[config.mk]
export PLATFORM = sky130hd
export DESIGN_NAME = ram_rd_ctrl_wave
export DESIGN_NICKNAME = d
export VERILOG_FILES = /design/src/rtl/ram_rd_ctrl_wave.sv
export SDC_FILE = /design/constraint.sdc
export NUM_CORES = 1
export LEC_CHECK = 0
export BUFFER_PORTS_ARGS = -buffer_cell sky130_fd_sc_hd__buf_2
export CAP_MARGIN = 20
export CORE_UTILIZATION = 41
export DETAILED_ROUTE_END_ITERATION = 8
export PLACE_DENSITY = 0.61
export SYNTH_ARGS = -nofsm -noshare
export SYNTH_HDL_FRONTEND = slang
export SYNTH_SLANG_ARGS = --single-unit
[constraint.sdc]
create_clock -name clk -period 7 [get_ports clk]
set_input_delay 2.1 -clock clk [delete_from_list [all_inputs] [get_ports clk]]
set_output_delay 2.1 -clock clk [all_outputs]
set_load 0.01 [all_outputs]
[src/rtl/ram_rd_ctrl_wave.sv]
// Spectrum RAM read controller: scans for the fundamental bin, then reads its
// 2nd..5th harmonics and presents the results with a one-cycle done pulse.
module ram_rd_ctrl_wave #(
    parameter int unsigned DEPTH   = 254,
    parameter int unsigned DC_SKIP = 2
) (
    input  logic        clk,
    input  logic        rst,
    input  logic        wr_done,
    input  logic [15:0] rd_data,
    output logic [7:0]  rd_addr,
    output logic        rd_en,
    output logic        busy,
    output logic [7:0]  fund_addr,
    output logic [15:0] fund_amp,
    output logic [15:0] h2_amp,
    output logic [15:0] h3_amp,
    output logic [15:0] h4_amp,
    output logic [15:0] h5_amp,
    output logic        done
);

    localparam int unsigned AW = 8;
    localparam int unsigned DW = 16;
    localparam int unsigned HW = 11;

    typedef enum logic [2:0] {
        IDLE, SCAN, SCAN_FLUSH, HARM, HARM_FLUSH, DONE
    } state_t;

    state_t        state, state_nxt;
    logic          wr_done_d, armed, start_q;
    logic [1:0]    kidx, kidx_nxt;
    logic          rd_en_d, hslot_d;
    logic [1:0]    hidx_d;
    logic [AW-1:0] addr_d;
    logic [AW-1:0] run_idx, run_idx_nxt;
    logic [DW-1:0] run_amp, run_amp_nxt;
    logic [DW-1:0] h_amp [4];

    logic          rd_en_nxt, busy_nxt, done_nxt;
    logic [AW-1:0] rd_addr_nxt;
    logic          clr_c, ld_fund_c, harm_issue_c, run_upd_c;
    logic [AW-1:0] hsrc_c;
    logic [2:0]    mult_c;
    logic [HW-1:0] haddr_c;

    assign h2_amp = h_amp[0];
    assign h3_amp = h_amp[1];
    assign h4_amp = h_amp[2];
    assign h5_amp = h_amp[3];

    // Running peak: strict greater-than keeps the lowest index on ties
    always_comb begin
        run_upd_c   = rd_en_d && !hslot_d && (rd_data > run_amp);
        run_idx_nxt = run_upd_c ? addr_d  : run_idx;
        run_amp_nxt = run_upd_c ? rd_data : run_amp;
    end

    // Next-state and registered-output values
    always_comb begin
        state_nxt    = state;
        rd_en_nxt    = 1'b0;
        rd_addr_nxt  = rd_addr;
        busy_nxt     = busy;
        done_nxt     = 1'b0;
        kidx_nxt     = kidx;
        clr_c        = 1'b0;
        ld_fund_c    = 1'b0;
        harm_issue_c = 1'b0;
        hsrc_c       = fund_addr;

        case (state)
            IDLE, DONE: begin
                state_nxt = IDLE;
                busy_nxt  = 1'b0;
                if (start_q) begin
                    state_nxt   = SCAN;
                    rd_addr_nxt = AW'(DC_SKIP);
                    rd_en_nxt   = 1'b1;
                    busy_nxt    = 1'b1;
                    clr_c       = 1'b1;
                end
            end
            SCAN: begin
                if (rd_addr == AW'(DEPTH - 1)) begin
                    state_nxt = SCAN_FLUSH;
                end else begin
                    rd_addr_nxt = rd_addr + AW'(1);
                    rd_en_nxt   = 1'b1;
                end
            end
            SCAN_FLUSH: begin
                // last scan word lands this cycle, so use the updated peak
                state_nxt    = HARM;
                kidx_nxt     = 2'd0;
                ld_fund_c    = 1'b1;
                hsrc_c       = run_idx_nxt;
                harm_issue_c = 1'b1;
            end
            HARM: begin
                if (kidx == 2'd3) begin
                    state_nxt = HARM_FLUSH;
                end else begin
                    kidx_nxt     = kidx + 2'd1;
                    harm_issue_c = 1'b1;
                end
            end
            HARM_FLUSH: begin
                state_nxt = DONE;
                done_nxt  = 1'b1;
                busy_nxt  = 1'b0;
            end
            default: begin
                state_nxt = IDLE;
                busy_nxt  = 1'b0;
            end
        endcase

        mult_c  = 3'(kidx_nxt) + 3'd2;
        haddr_c = HW'(hsrc_c) * HW'(mult_c);
        if (harm_issue_c && (haddr_c <= HW'(DEPTH - 1))) begin
            rd_en_nxt   = 1'b1;
            rd_addr_nxt = haddr_c[AW-1:0];
        end
    end

    always_ff @(posedge clk or posedge rst) begin
        if (rst) begin
            state     <= IDLE;
            wr_done_d <= 1'b0;
            armed     <= 1'b0;
            start_q   <= 1'b0;
            kidx      <= 2'd0;
            rd_en     <= 1'b0;
            rd_addr   <= '0;
            busy      <= 1'b0;
            done      <= 1'b0;
            rd_en_d   <= 1'b0;
            hslot_d   <= 1'b0;
            hidx_d    <= 2'd0;
            addr_d    <= '0;
            run_idx   <= '0;
            run_amp   <= '0;
            fund_addr <= '0;
            fund_amp  <= '0;
            for (int i = 0; i < 4; i++) h_amp[i] <= '0;
        end else begin
            state     <= state_nxt;
            // first sample after reset only primes the edge detector
            armed     <= 1'b1;
            wr_done_d <= wr_done;
            start_q   <= armed & wr_done & ~wr_done_d;
            kidx      <= kidx_nxt;
            rd_en     <= rd_en_nxt;
            rd_addr   <= rd_addr_nxt;
            busy      <= busy_nxt;
            done      <= done_nxt;
            rd_en_d   <= rd_en;
            hslot_d   <= (state == HARM);
            hidx_d    <= kidx;
            addr_d    <= rd_addr;

            if (clr_c) begin
                run_idx   <= AW'(DC_SKIP);
                run_amp   <= '0;
                fund_addr <= '0;
                fund_amp  <= '0;
                for (int i = 0; i < 4; i++) h_amp[i] <= '0;
            end else begin
                run_idx <= run_idx_nxt;
                run_amp <= run_amp_nxt;
                if (ld_fund_c) begin
                    fund_addr <= run_idx_nxt;
                    fund_amp  <= run_amp_nxt;
                end
                // out-of-range harmonics had no read issued and load zero
                if (hslot_d) h_amp[hidx_d] <= rd_en_d ? rd_data : '0;
            end
        end
    end

endmodule

* Word level (Yosys, flattened, before mapping) *
Cells that the tools add are included.

word-level totals
  bits in registers = 143
  bits in latches = 0
  RAM bits = 0
  bits in read-only memories = 0
  logic and storage cells = 92
  memories kept = 0

cells by class
  add/sub/neg operators = 3
  $mul = 1
  div/mod/pow operators = 0
  magnitude comparators = 4
  equal/unequal tests = 11
  shift operators = 0
  mux-type cells = 35
  bitwise logic cells = 4
  reduce and logical (&&, ||, !) cells = 13

operators with widths
  operator               count
  $mux W64               2
  $mux W16               6
  $bwmux W64             1
  $mux W8                8
  $demux W16 S2          1
  $gt A16 B16 Y1         1
  $pmux W8 S2            1
  $pmux W3 S5            1
  $le A11 B8 Y1 const B  1
  $mul A8 B3 Y11         1
  $add A8 B1 Y8 const B  1
  $eq A8 B8 Y1 const B   1
  $mux W1                8
  $eq A3 B2 Y1 const B   2
  $eq A3 B3 Y1 const B   2
  $mux W3                2
  $ne A3 B3 Y1 const B   2
  $pmux W1 S2            3
  $logic_and A1 B1 Y1    4
  $ne A2 B2 Y1 const B   2
  $pmux W2 S2            1
  $reduce_bool A2 Y1     2
  $add A2 B2 Y3 const B  1
  $eq A3 B1 Y1 const B   1
  15 further kinds       16

* Depth between registers and ports, before layout *
  depth in word-level cells = 10
  gate-level depth with buffers = 20

* Worst setup path before layout *
Ideal clock, no wire load.

  path type = input -> register
  start point = input rd_data[1]
  end point = register rd_addr[6]
  data arrival time = 6.198 ns
  setup slack = 0.676 ns
  stages = 19
  path buffers = 1
  cells stage by stage = ha_1 nor2b_1 o211ai_1 a2111oi_0 a211o_1 o21ai_4 buf_6 mux2i_1 a21oi_1 ha_1 ha_1 fa_1 a211o_1 a221oi_2 o21ba_1 a311o_2 nand3_2 o21ai_1 a221o_1

between the ends
  cells in the longest elaborated chain, start to end = 9
  elaborated cells between the ends (all ways) = 12

ends and longest elaborated chain
  item                                                          RTL line  source
  start: declaration                                            10        input logic [15:0] rd_data,
  $gt A16 B16 Y1 *                                              55        run_upd_c = rd_en_d && !hslot_d && (rd_data > run_amp);
  $logic_and A1 B1 Y1 *                                         55
  $mux W8 *                                                     56        run_idx_nxt = run_upd_c ? addr_d : run_idx;
  $mux W8 *                                                     73        case (state)
  $mul A8 B3 Y11 *                                              121       haddr_c = HW'(hsrc_c) * HW'(mult_c);
  $le A11 B8 Y1                                                 122       if (harm_issue_c && (haddr_c <= HW'(DEPTH - 1))) begin
  $logic_and A1 B1 Y1                                           122
  $ne A3 B3 Y1 (no line) or $reduce_bool A3 Y1 (tied branches)  n/a
  $reduce_and A3 Y1 (no line)                                   n/a
  end signal: assignment                                        156       rd_addr <= rd_addr_nxt;
  end: declaration                                              11        output logic [7:0] rd_addr,

Mark *: on every way between the ends. The rest lies on a longest branch, timed or not.
A chain may end at the register's enable or synchronous reset.

* Worst setup path after layout *
  start point = input rd_data[1]
  end point = register rd_addr[4]

Same word-level chain as after synthesis.

==> results.md <==
Clocking:
- TritonCTS created 17 clock buffers.
- The number of gates resized after cts is 0.
- The H-tree was split into 4 levels.
- The latest clock arrival within the worst-skew pair is 0.43 ns.
- The TritonCTS clock tree is done.
- Clock-pin slew was measured on the worst setup and hold paths at 0.06 ns.
- The maximum clock path buffer count is 2.
- The clock tree root driver cell is clkbuf_16.
- The quantity of hold-fixing buffers added after cts is 0.
- In this run the post-CTS setup repair buffer count came out at 0.
- The number of clock sinks is 143.

Power:
- The worst vdd rail ir drop is 350 uV.
- For this design the ratio of total power to cell area is 515 nW/um2.
- The leakage power summed over all cells is 0.00410 uW.

Synthesis:
- The number of warnings issued by yosys is 0.
- The largest total area in the synthesized netlist belongs to dfrtp_1.
- Yosys attributes the largest share of cell area to dfrtp_1 52%, a21oi_1 8.1%, ha_1 6.1%.
- The number of enable-type register cells in the synthesized netlist is 0.
- The most frequent cell after synthesis is dfrtp_1.
- The share of the Yosys chip area taken by registers is 52.4%.
- After synthesis, the share of flip-flops with an asynchronous set or reset is 100%.
- The number of nets produced by synthesis is 758.
- The average instance in the mapped netlist occupies 9.68 um2.
- Ranked by instance count, the synthesized netlist is headed by 143 x dfrtp_1, 110 x a21oi_1, 79 x nand2_1.
- Synthesis handed over a netlist of 705 instances.
- The flip-flop and latch count after synthesis is 143.
- The number of library cell types mapped by synthesis is 59.
- The predominant post-synthesis flop cell is dfrtp_1.
- The summed instance area of the synthesized netlist is 6820 um2.
- The fraction of post-synthesis cell area in the top cell type by area is 52.4%.

Drt:
- The routed design has 18100 um of wire.
- In the final routed layout, each cell accounts on average for 17.5 um.
- Summing over every cut layer, the via total after detailed routing is 5656.
- For this run, the detailed router's first-pass iteration total came to 5.
- The routed via count divided by cell count is 5.48.
- The count of routing violations after the opening detailed-route iteration is 486.
- The final antenna-violating net count is 0.
- In the routed design, unresolved DRC markers number 0.

STA:
- The number of hold-slack violations in the final timing report is 0.
- The count of endpoints failing setup in the final report is 0.
- Dividing the final minimum period by the clock period gives 90.0%.
- The highest clock rate is 159 MHz.
- Setup repair after global routing left no endpoint under its margin.
- The smallest clock period supported by the final layout is computed as 6.30 ns.
- The worst relative slew slack is 32.6%.
- For the pin with the worst max-slew slack, the measured transition is 1.01 ns.
- The number of max-slew violations in the final report came to 0.
- Across the routed clock network, the largest skew measured is 0.00856 ns.
- The setup TNS is 0 ns.

Worst setup path:
- The kind of start point of the critical path is a primary input.
- The slowest cell on the critical path is fa_1.
- The largest single stage delay on the critical path is 0.43 ns.
- The critical path required time is 7.31 ns.
- The count of cells along the worst register-to-register path is 17.
- The family of cells with the greatest summed delay on the critical path is compound AO/OA/AOI/OAI gates.
- The total buffers and inverters traversed by the critical path is 1.
- The type of the worst setup path is primary input to flip-flop.
- In this run the critical register-to-register path is launched from state[2].
- The internal reg-to-reg setup slack is 1.98 ns.
- In this run the critical register-to-register path is captured at rd_addr[4].
- Traced cell by cell, the critical path runs through buf_2 -> ha_1 -> nor2b_1 -> o211ai_1 -> a2111oi_0 -> a211o_1 -> o21ai_4 -> mux2i_1 -> a21oi_1 -> ha_1 -> ha_1 -> fa_1 -> a211o_1 -> a221oi_2 -> o21ba_1 -> a311o_2 -> nand3_2 -> o21ai_1 -> a221o_1.
- The element type at the critical path end is a flip-flop.
- The arrival time of data at the critical path endpoint is 6.61 ns.
- By instance count, the cell type seen most on the critical path is ha_1.
- In this run the worst path has a maximum fanout of 9.

Layout:
- The utilization after layout is 51.3%.
- After the flow finishes, the layout carries non-filler instances totaling 1033.
- The filler cells instantiated in the layout total 1477.
- The area of combinational cells with multiple inputs is 2940 um2.
- The area occupied by registers is 3580 um2.
- The area added between synthesis and finish is 20.7%.
- The net count reported at finish is 857.
- The total inserted antenna cells is 0.
- The proportion of layout cells with a drive suffix above 1 is 22.9%.

Global routing:
- The wire length of the first global-routing pass is 28200 um.
- Entering global routing, the biggest net connects 104 pins.
- The number of antenna violations at the first check in global routing is 0.
- The all-layer global routing usage is 22.3%.
- The overflow left after global routing is 0.
- The via count of the first global-routing pass is 5369.

Hold path:
- For hold timing, the worst endpoint is start_q.
- The startpoint identified for the worst hold timing path is wr_done_d.
- The worst hold-check path type is flip-flop to flip-flop.
- The hold path depth is 1.

Floorplan:
- Once the floorplan was initialized, standard cells occupied 42.5% of the core.
- The initialized floorplan defines 46 standard-cell rows.
- From bottom edge to top edge, the die measures 131 um.
- The die area is 17200 um2.
- The count of boundary I/O pins is 118.
- The placeable core area is 16100 um2.
- The floorplan step set the die width to 131 um.

Place:
- Once placement completed, the tool counted placed cells totaling 1000.
- Buffers placed on the I/O ports in this run total 117.
- After legalization and detailed placement, the total HPWL measured 12800 um.
- The weighted congestion at the end of routability-driven global placement is 0.802.

Run:
- Across the run, the number of max-cap violations was 0.

Outcome:
- The flow ran to the end, and the final reports show no timing, DRC or antenna violations.
## routing by layer
layer	up-vias	routed length [um]	track usage, %
met5	-	0	0
met2	235	8550	36.4
met4	0	359	7.37
met3	23	1290	5.62
met1	2732	7920	29.0
li1	2666	-	-
## where the power goes
| group | switching, uW | internal [uW] |
|---|---|---|
| Combinational | 1130 | 748 |
| Clock | 367 | 637 |
| Sequential | 229 | 1130 |
| Total | 1720 | 2520 |
## worst max path at each step
stage	start	endpoint	slack [ns]	cells after the start
floorplan	rd_data[1]	rd_addr[6]	0.68	19
detailed placement	rd_data[1]	rd_addr[4]	0.27	19
finish	rd_data[1]	rd_addr[4]	0.70	19
CTS	rd_data[1]	rd_addr[4]	0.70	19
global route	rd_data[1]	rd_addr[4]	0.42	19
global placement	rd_data[1]	rd_addr[4]	0.38	19
## worst register-to-register path, delay by kind of cell, from the launching register on
family	cells	cell delay, ns
compound gates	8	1.78
simple gates	5	1.40
fa+ha+maj	3	0.99
flops	1	0.45
buf+inv	1	0.29
## logic make-up after synthesis
family / count (synthesis) / synth area share, %
adders and majority gates: 34 / 6.35
xor gates and xnor gates: 3 / 0.385
DFF: 143 / 52.4
other: 2 / 0.110
and+or+nand+nor: 244 / 17.1
muxes: 26 / 3.85
buffers and inverters: 74 / 4.58
AOI/OAI and AO/OA: 179 / 15.1
## cell usage in the layout (no fill, tap or decap), drive strengths merged, types with 17 or more instances in the layout
cell	count
dfrtp	143
buf	131
a21oi	110
nand2	79
nand3	74
nor2	42
o21ai	37
ha	33
inv	27
mux2i	24
clkbuf	17
## metrics by stage
stage                     hold slack, ns  instance area [um2]  power [uW]  setup slack, ns
after floorplan                    0.377                 6820        2680            0.676
after global placement             0.385                 7560        3180            0.378
after detailed placement           0.383                 7560        3250            0.270
after CTS                          0.391                 8220        4260            0.704
after global routing               0.408                 8230        4570            0.416
final                              0.391                 8230        4240            0.699
## sequential cells by signal (all words and copies together) (netlist names)
name	flops
state	3
rd_addr	8
wr_done_d	1
armed	1
kidx	2
h3_amp	16
h2_amp	16
hidx_d	2
done	1
addr_d	8
run_amp	16
h4_amp	16
hslot_d	1
fund_amp	16
h5_amp	16
rd_en	1
start_q	1
busy	1
fund_addr	8
run_idx	8
rd_en_d	1
## cell type report
cell class,instances,share of cell area (%)
clock buffers,17,5.17
clock inverters,15,2.81
inverters,23,1.11
multi-input cells,488,35.7
flip-flops and latches,143,43.5
well taps,216,3.28
repair buffers,131,8.43
Power figures use the tool's default switching activity.
